`config.mk`:
```
export PLATFORM = sky130hd
export DESIGN_NAME = sync_fifo_fwft
export DESIGN_NICKNAME = d
export VERILOG_FILES = /design/src/rtl/fifo_pkg.sv /design/src/rtl/fifo_mem_2p.sv /design/src/rtl/sync_fifo_fwft.sv
export SDC_FILE = /design/constraint.sdc
export NUM_CORES = 1
export LEC_CHECK = 0
export ABC_AREA = 1
export BUFFER_PORTS_ARGS = -buffer_cell sky130_fd_sc_hd__buf_2
export CAP_MARGIN = 10
export CELL_PAD_IN_SITES_DETAIL_PLACEMENT = 0
export CELL_PAD_IN_SITES_GLOBAL_PLACEMENT = 1
export CORE_MARGIN = 1
export CORE_UTILIZATION = 39
export DETAILED_ROUTE_END_ITERATION = 6
export PLACE_DENSITY = 0.79
export RECOVER_POWER = 100
export SKIP_CTS_REPAIR_TIMING = 1
export SLEW_MARGIN = 20
export SYNTH_ARGS = -nofsm -noshare
export SYNTH_HDL_FRONTEND = slang
export SYNTH_HIERARCHICAL = 1
export SYNTH_SLANG_ARGS = --single-unit
export TNS_END_PERCENT = 20
```
`constraint.sdc`:
```
create_clock -name clk -period 2.05 [get_ports clk]
set_clock_uncertainty 0.05 [all_clocks]
set_input_delay 0.41 -clock clk [delete_from_list [all_inputs] [get_ports clk]]
set_output_delay 0.41 -clock clk [all_outputs]
set_load 0.02 [all_outputs]
```
`src/rtl/fifo_pkg.sv`:
```
// Shared FIFO helpers: depth calculation, threshold range checks and read-mode constants.
// Threshold check macros are defined here so every FIFO variant validates parameters identically.
`ifndef FIFO_PKG_MACROS
`define FIFO_PKG_MACROS
`define FIFO_AF_OK(af, depth) (((af) >= 1) && ((af) <= (depth)))
`define FIFO_AE_OK(ae, depth) (((ae) >= 0) && ((ae) <= ((depth) - 1)))
`endif

package fifo_pkg;
  localparam int FIFO_STD  = 0;
  localparam int FIFO_FWFT = 1;

  function automatic int fifo_depth(input int addr_width);
    return 1 << addr_width;
  endfunction
endpackage

```
`src/rtl/fifo_mem_2p.sv`:
```
// DEPTH x DATA_WIDTH storage: synchronous write port, asynchronous (zero-latency) read port.
// No reset on the array; no flow control, the owner gates wr_en.
module fifo_mem_2p
  import fifo_pkg::*;
#(
  parameter int DATA_WIDTH = 8,
  parameter int ADDR_WIDTH = 3
) (
  input  logic                  clk,
  input  logic                  wr_en,
  input  logic [ADDR_WIDTH-1:0] wr_addr,
  input  logic [DATA_WIDTH-1:0] wr_data,
  input  logic [ADDR_WIDTH-1:0] rd_addr,
  output logic [DATA_WIDTH-1:0] rd_data
);
  localparam int DEPTH = fifo_depth(ADDR_WIDTH);

  logic [DATA_WIDTH-1:0] mem [DEPTH];

  always_ff @(posedge clk) begin
    if (wr_en) mem[wr_addr] <= wr_data;
  end

  assign rd_data = mem[rd_addr];
endmodule

```
`src/rtl/sync_fifo_fwft.sv`:
```
// Single-clock FIFO, standard (1-cycle registered read) or first-word-fall-through (0-cycle) read.
// Backpressure: writes dropped while full and reads ignored while empty, each latching a sticky error.
module sync_fifo_fwft
  import fifo_pkg::*;
#(
  parameter int DATA_WIDTH = 8,
  parameter int ADDR_WIDTH = 3,
  parameter int AF_THRESH  = 6,
  parameter int AE_THRESH  = 2,
  parameter int FWFT       = FIFO_STD
) (
  input  logic                  clk,
  input  logic                  rst_n,
  input  logic                  flush,
  input  logic                  wr_en,
  input  logic [DATA_WIDTH-1:0] wr_data,
  input  logic                  rd_en,
  output logic [DATA_WIDTH-1:0] rd_data,
  output logic                  rd_valid,
  output logic                  full,
  output logic                  empty,
  output logic                  almost_full,
  output logic                  almost_empty,
  output logic [ADDR_WIDTH:0]   count,
  output logic                  overflow,
  output logic                  underflow
);
  localparam int DEPTH = fifo_depth(ADDR_WIDTH);
  localparam logic [ADDR_WIDTH:0] DEPTH_C = DEPTH[ADDR_WIDTH:0];
  localparam logic [ADDR_WIDTH:0] AF_C    = AF_THRESH[ADDR_WIDTH:0];
  localparam logic [ADDR_WIDTH:0] AE_C    = AE_THRESH[ADDR_WIDTH:0];
  localparam logic [ADDR_WIDTH:0] ONE_C   = {{ADDR_WIDTH{1'b0}}, 1'b1};

  if (ADDR_WIDTH < 1) begin : g_bad_aw
    $error("sync_fifo_fwft: ADDR_WIDTH must be >= 1");
  end
  if (!`FIFO_AF_OK(AF_THRESH, DEPTH)) begin : g_bad_af
    $error("sync_fifo_fwft: AF_THRESH out of range 1..DEPTH");
  end
  if (!`FIFO_AE_OK(AE_THRESH, DEPTH)) begin : g_bad_ae
    $error("sync_fifo_fwft: AE_THRESH out of range 0..DEPTH-1");
  end

  logic [ADDR_WIDTH:0]   wr_ptr;
  logic [ADDR_WIDTH:0]   rd_ptr;
  logic [DATA_WIDTH-1:0] mem_rdata;
  logic                  wr_acc;
  logic                  rd_acc;

  assign full         = (count == DEPTH_C);
  assign empty        = (count == '0);
  assign almost_full  = (count >= AF_C);
  assign almost_empty = (count <= AE_C);

  assign wr_acc = wr_en && !full && !flush;
  assign rd_acc = rd_en && !empty && !flush;

  fifo_mem_2p #(
    .DATA_WIDTH (DATA_WIDTH),
    .ADDR_WIDTH (ADDR_WIDTH)
  ) u_mem (
    .clk     (clk),
    .wr_en   (wr_acc),
    .wr_addr (wr_ptr[ADDR_WIDTH-1:0]),
    .wr_data (wr_data),
    .rd_addr (rd_ptr[ADDR_WIDTH-1:0]),
    .rd_data (mem_rdata)
  );

  always_ff @(posedge clk or negedge rst_n) begin
    if (!rst_n) begin
      wr_ptr    <= '0;
      rd_ptr    <= '0;
      count     <= '0;
      overflow  <= 1'b0;
      underflow <= 1'b0;
    end else if (flush) begin
      wr_ptr    <= '0;
      rd_ptr    <= '0;
      count     <= '0;
      overflow  <= 1'b0;
      underflow <= 1'b0;
    end else begin
      if (wr_acc) wr_ptr <= wr_ptr + ONE_C;
      if (rd_acc) rd_ptr <= rd_ptr + ONE_C;
      case ({wr_acc, rd_acc})
        2'b10:   count <= count + ONE_C;
        2'b01:   count <= count - ONE_C;
        default: count <= count;
      endcase
      if (wr_en && full)  overflow  <= 1'b1;
      if (rd_en && empty) underflow <= 1'b1;
    end
  end

  if (FWFT == FIFO_FWFT) begin : g_fwft
    // Gated to zero while empty so the output is defined before any word is written.
    assign rd_data  = empty ? '0 : mem_rdata;
    assign rd_valid = !empty;
  end else begin : g_std
    logic [DATA_WIDTH-1:0] rd_q;
    logic                  rv_q;

    always_ff @(posedge clk or negedge rst_n) begin
      if (!rst_n) begin
        rd_q <= '0;
        rv_q <= 1'b0;
      end else if (flush) begin
        rv_q <= 1'b0;
      end else begin
        rv_q <= rd_acc;
        if (rd_acc) rd_q <= mem_rdata;
      end
    end

    assign rd_data  = rd_q;
    assign rd_valid = rv_q;
  end
endmodule

```
==> results <==
- Of the total synthesized cell area, the portion taken by AND, OR, NAND and NOR gates is 23.4%.
- The die outline area is 10600 um2.
- For the worst setup path, the data required time is 2.25 ns.
- After detailed routing, the number of remaining DRC violations is 0.
- The number of nets in the synthesized netlist is 439.
- The portion of synthesized area spent on multiplexers is 0%.
- The filler cells instantiated in the layout total 954.
- At the pin with the least slew margin, the transition time is between 1 and 1.5 ns.
- The combined area of all synthesized cells is 3970 um2.
- The setup path with the least slack is of type reg2reg.
- The placement-stage cell area is 4320 um2.
- The synthesized netlist cell count is about 420.
- The post-route antenna net violation count is 0.
- In this run the critical register-to-register path is captured at count[3].
- The parity-gate share of the synthesized area counting xor and xnor cells is 0.221%.
- The synthesized-area fraction occupied by ao, oa, aoi and oai cells is 2.08%.
- The fraction of layout cells with a size suffix above 1 is 17.4%.
- In this run the worst hold path is classified as in2reg.
- The number of DRC markers after the initial detailed-route iteration is 138.
- After layout, the worst setup slack is 0.122 ns.
- After global routing the overflow that remains totals 0.
- The longest clock path from root to sink contains 2 buffers.
- The worst reg2reg path startpoint is count[2].
- For this run, the share of the core covered by cells in the final layout is 46.5%.
- The pin count of the biggest net entering global routing is 33.
- The cell that appears most often on the critical path is sky130_fd_sc_hd__nand2_1.
- The final setup violation count is 0.
- The row count is 36.
- The via count is 2761.
- The area added between synthesis and finish is 14.9%.
- The initial antenna violation count was 0.
- The post-route minimum period is around 1.9 ns.
- The worst setup path is launched from a register.
- Buffers placed on the I/O ports in this run total 31.
- Yosys printed 6 warnings.
- For this design the top-level I/O count stands at 32.
- The capturing instance or port of the critical path is count[3].
- Dividing the detail-routed wire length by the instance count gives 12.7 um.
- The HPWL after detailed placement is 5.01 mm.
- Grouping stages by cell kind, the critical path spends the most delay in simple AND/OR/NAND/NOR gates.
- The via density per instance is 4.53.
- The startpoint of the most critical setup path is count[2].
- TritonCTS built the clock tree.
- At the worst endpoint, the arrival time is 2.12 ns.
- The synthesized netlist devotes 1.76% of its cell area to adder and majority cells.
- The clock insertion delay at the later pin of the skew report is 0.35 ns.
- By area, the combinational part of the netlist is dominated by simple AND/OR/NAND/NOR gates.
- Prior to clock tree synthesis, the placed netlist has a worst setup slack of slightly above 0.03 ns.
- The worst register-to-register path has a setup slack of 0.12 ns.
- The total wire length after detailed routing is 7.77 mm.
- The worst setup path is captured at a register.
- The maximum operating frequency is 519 MHz.
- The overall global routing resource usage is approximately 16%.
- The post-route cell area is 4560 um2.
- The cell with the biggest individual delay on the critical path is sky130_fd_sc_hd__dfrtp_2.
- The number of library cell types mapped by synthesis is 24.
- The initial utilization of the core area, before any placement, comes to 40.4%.
- The global-route wire length before repair is around 13 mm.
- The synthesized design contains 85 register bits.
- The largest vdd supply drop is 514 uV.
- The sequential element share of the synthesized area is between 60% and 70%.
- The power density normalized to cell area is ~1100 nW/um2.
- The pre-antenna-repair detailed-routing pass consisted of 4 iterations.
- The weighted congestion at the end of routability-driven global placement is 0.780.
- The core region is between 9000 and 10000 um2.
- Counting both buffers and inverters, the worst setup path holds a total of 1.
- The worst-path maximum fanout is 4.
- The number of buffers created by CTS is 9.
- Clock tree synthesis found a total of 85 sinks.
- The number of antenna diodes is 0.
- Traced cell by cell, the critical path runs through nor2_2 > nand2_2 > nand2_4 > nand2_4 > nor2_4 > ha_4 > a21oi_2 > nand3_1 > nand2_1 > inv_1 > nand2_1 > nand2_1 > nand2_1 > nand2_1.
- A synthesized cell averages 9.43 um2.
- The number of gates on the worst path with buffers counted is 14.
- Max-cap violations in this run came to 0.
- From left edge to right edge, the die measures 103 um.
- The via count of the first global-routing pass is 2627.
- The analysis attributes to cell leakage a power of 2.19 nW.
- The die height is 103 um.
- After the last flow step, the layout net total stands at 490.
- The delay of the slowest critical-path stage is 0.46 ns.
- Measured in cells, the most critical reg-to-reg path has a length of 14.
- The clock root buffer is sky130_fd_sc_hd__clkbuf_8.
- The clock tree synthesis step divided the H-tree into 3 levels.
- The final worst-path cycle share is 94.0%.
- The worst slew slack as a fraction of its limit is 19.0%.
- The final number of max-transition violations is 0.
- The final hold violation count came to 0.
- The flow ran to the end, and the final reports show no timing, DRC or antenna violations.
- The clock-pin transition on the worst setup and hold timing paths is 0.08 ns.
==> cell usage after synthesis (all sizes together) <==
cell type	n	area share, %
nand2	162	16
inv	84	8.1
edfxtp	64	48
nand3	41	5.5
dfrtp	21	13
nor2	17	2.0
buf	13	2.8
a21oi	6	0.95
o21ai	6	0.95
ha	4	1.3
fa	1	0.50
o21a	1	0.19
xnor2	1	0.22
==> cells by family after synthesis <==
logic type	count (synthesis)
flops	85
buf+inv	97
xor+xnor	1
simple gates	220
fa+ha+maj	5
compound gates	13
==> metal layers <==
| layer | global-route usage (%) | wire length [um] | vias to the layer above |
|---|---|---|---|
| li1 | - | - | 1401 |
| met1 | 19.8 | 3400 | 1279 |
| met2 | 26.8 | 3810 | 58 |
| met3 | 2.64 | 256 | 23 |
| met4 | 10.1 | 293 | 0 |
| met5 | 0 | 0 | - |
==> worst min path at each step <==
| stage | from | end | slack (ns) | depth (start not counted) |
|---|---|---|---|---|
| floorplan | rst_n | count[0] | 0.06 | 0 |
| global placement | rst_n | rd_data[7] | 0.35 | 1 |
| detailed placement | rst_n | rd_data[0] | 0.36 | 1 |
| CTS | rst_n | rd_data[3] | -0.02 | 1 |
| global route | flush | overflow | 0.19 | 2 |
| finish | flush | overflow | 0.19 | 2 |
==> report_power, final <==
part	total (mW)	leakage, nW	switching, mW	internal (mW)
sequential	2.14	0.848	0.109	2.03
clock	1.24	0.101	0.558	0.686
combinational	1.68	1.24	1.10	0.578
==> placed cells by master (no fill, tap or decap) <==
master,n
sky130_fd_sc_hd__nand3_1,40
sky130_fd_sc_hd__buf_4,22
sky130_fd_sc_hd__nor2_2,4
sky130_fd_sc_hd__a21oi_1,3
sky130_fd_sc_hd__o21ai_0,4
sky130_fd_sc_hd__a21oi_2,3
sky130_fd_sc_hd__clkbuf_1,12
sky130_fd_sc_hd__dfrtp_2,3
sky130_fd_sc_hd__nor2_1,12
sky130_fd_sc_hd__nand2_2,3
sky130_fd_sc_hd__xnor2_1,1
sky130_fd_sc_hd__nand2_4,2
sky130_fd_sc_hd__fa_1,1
sky130_fd_sc_hd__inv_4,2
sky130_fd_sc_hd__o21a_1,1
sky130_fd_sc_hd__dfrtp_1,18
sky130_fd_sc_hd__clkbuf_8,9
sky130_fd_sc_hd__clkinv_2,1
sky130_fd_sc_hd__nand2_1,157
sky130_fd_sc_hd__clkinvlp_4,1
sky130_fd_sc_hd__nand3_4,1
sky130_fd_sc_hd__buf_2,22
sky130_fd_sc_hd__ha_1,3
sky130_fd_sc_hd__edfxtp_1,64
sky130_fd_sc_hd__inv_2,4
sky130_fd_sc_hd__bufinv_16,2
sky130_fd_sc_hd__o21ai_2,2
sky130_fd_sc_hd__nor2_4,1
sky130_fd_sc_hd__ha_4,1
sky130_fd_sc_hd__inv_1,78
==> state kept, by name, summed over array words and instances (netlist names) <==
register   flops
wr_ptr         3
rd_ptr         3
overflow       1
underflow      1
u_mem/mem     64
rd_valid       1
rd_data        8
count          4
==> area by class of cell <==
cell class / count / area, um2 / area share (%)
clock buffers: 12 / 135 / 2.96
clock inverters: 4 / 72.6 / 1.59
inverters: 84 / 320 / 7.02
multi-input cells: 239 / 1110 / 24.3
flip-flops and latches: 85 / 2450 / 53.7
well taps: 133 / 166 / 3.65
repair buffers: 53 / 309 / 6.77
==> through the flow <==
| step | power, mW | hold WS, ns | std cells | TNS (ns) |
|---|---|---|---|---|
| 6_report | 5.06 | 0.189 | 610 | 0 |
| 2_1_floorplan | 3.39 | 0.0644 | 421 | 0 |
| 5_1_grt | 5.40 | 0.190 | 610 | -0.0162 |
| 3_5_place_dp | 3.82 | 0.361 | 590 | 0 |
| 3_3_place_gp | 3.80 | 0.354 | 590 | 0 |
| 4_1_cts | 5.07 | -0.0236 | 606 | 0 |
==> worst register-to-register path: stages, from the launching register on <==
cell,delay [ns]
sky130_fd_sc_hd__dfrtp_2,0.46
sky130_fd_sc_hd__nor2_2,0.13
sky130_fd_sc_hd__nand2_2,0.09
sky130_fd_sc_hd__nand2_4,0.09
sky130_fd_sc_hd__nand2_4,0.06
sky130_fd_sc_hd__nor2_4,0.18
sky130_fd_sc_hd__ha_4,0.24
sky130_fd_sc_hd__a21oi_2,0.13
sky130_fd_sc_hd__nand3_1,0.08
sky130_fd_sc_hd__nand2_1,0.08
sky130_fd_sc_hd__inv_1,0.04
sky130_fd_sc_hd__nand2_1,0.05
sky130_fd_sc_hd__nand2_1,0.04
sky130_fd_sc_hd__nand2_1,0.05
sky130_fd_sc_hd__nand2_1,0.04
(Power assumes the default switching activity.)
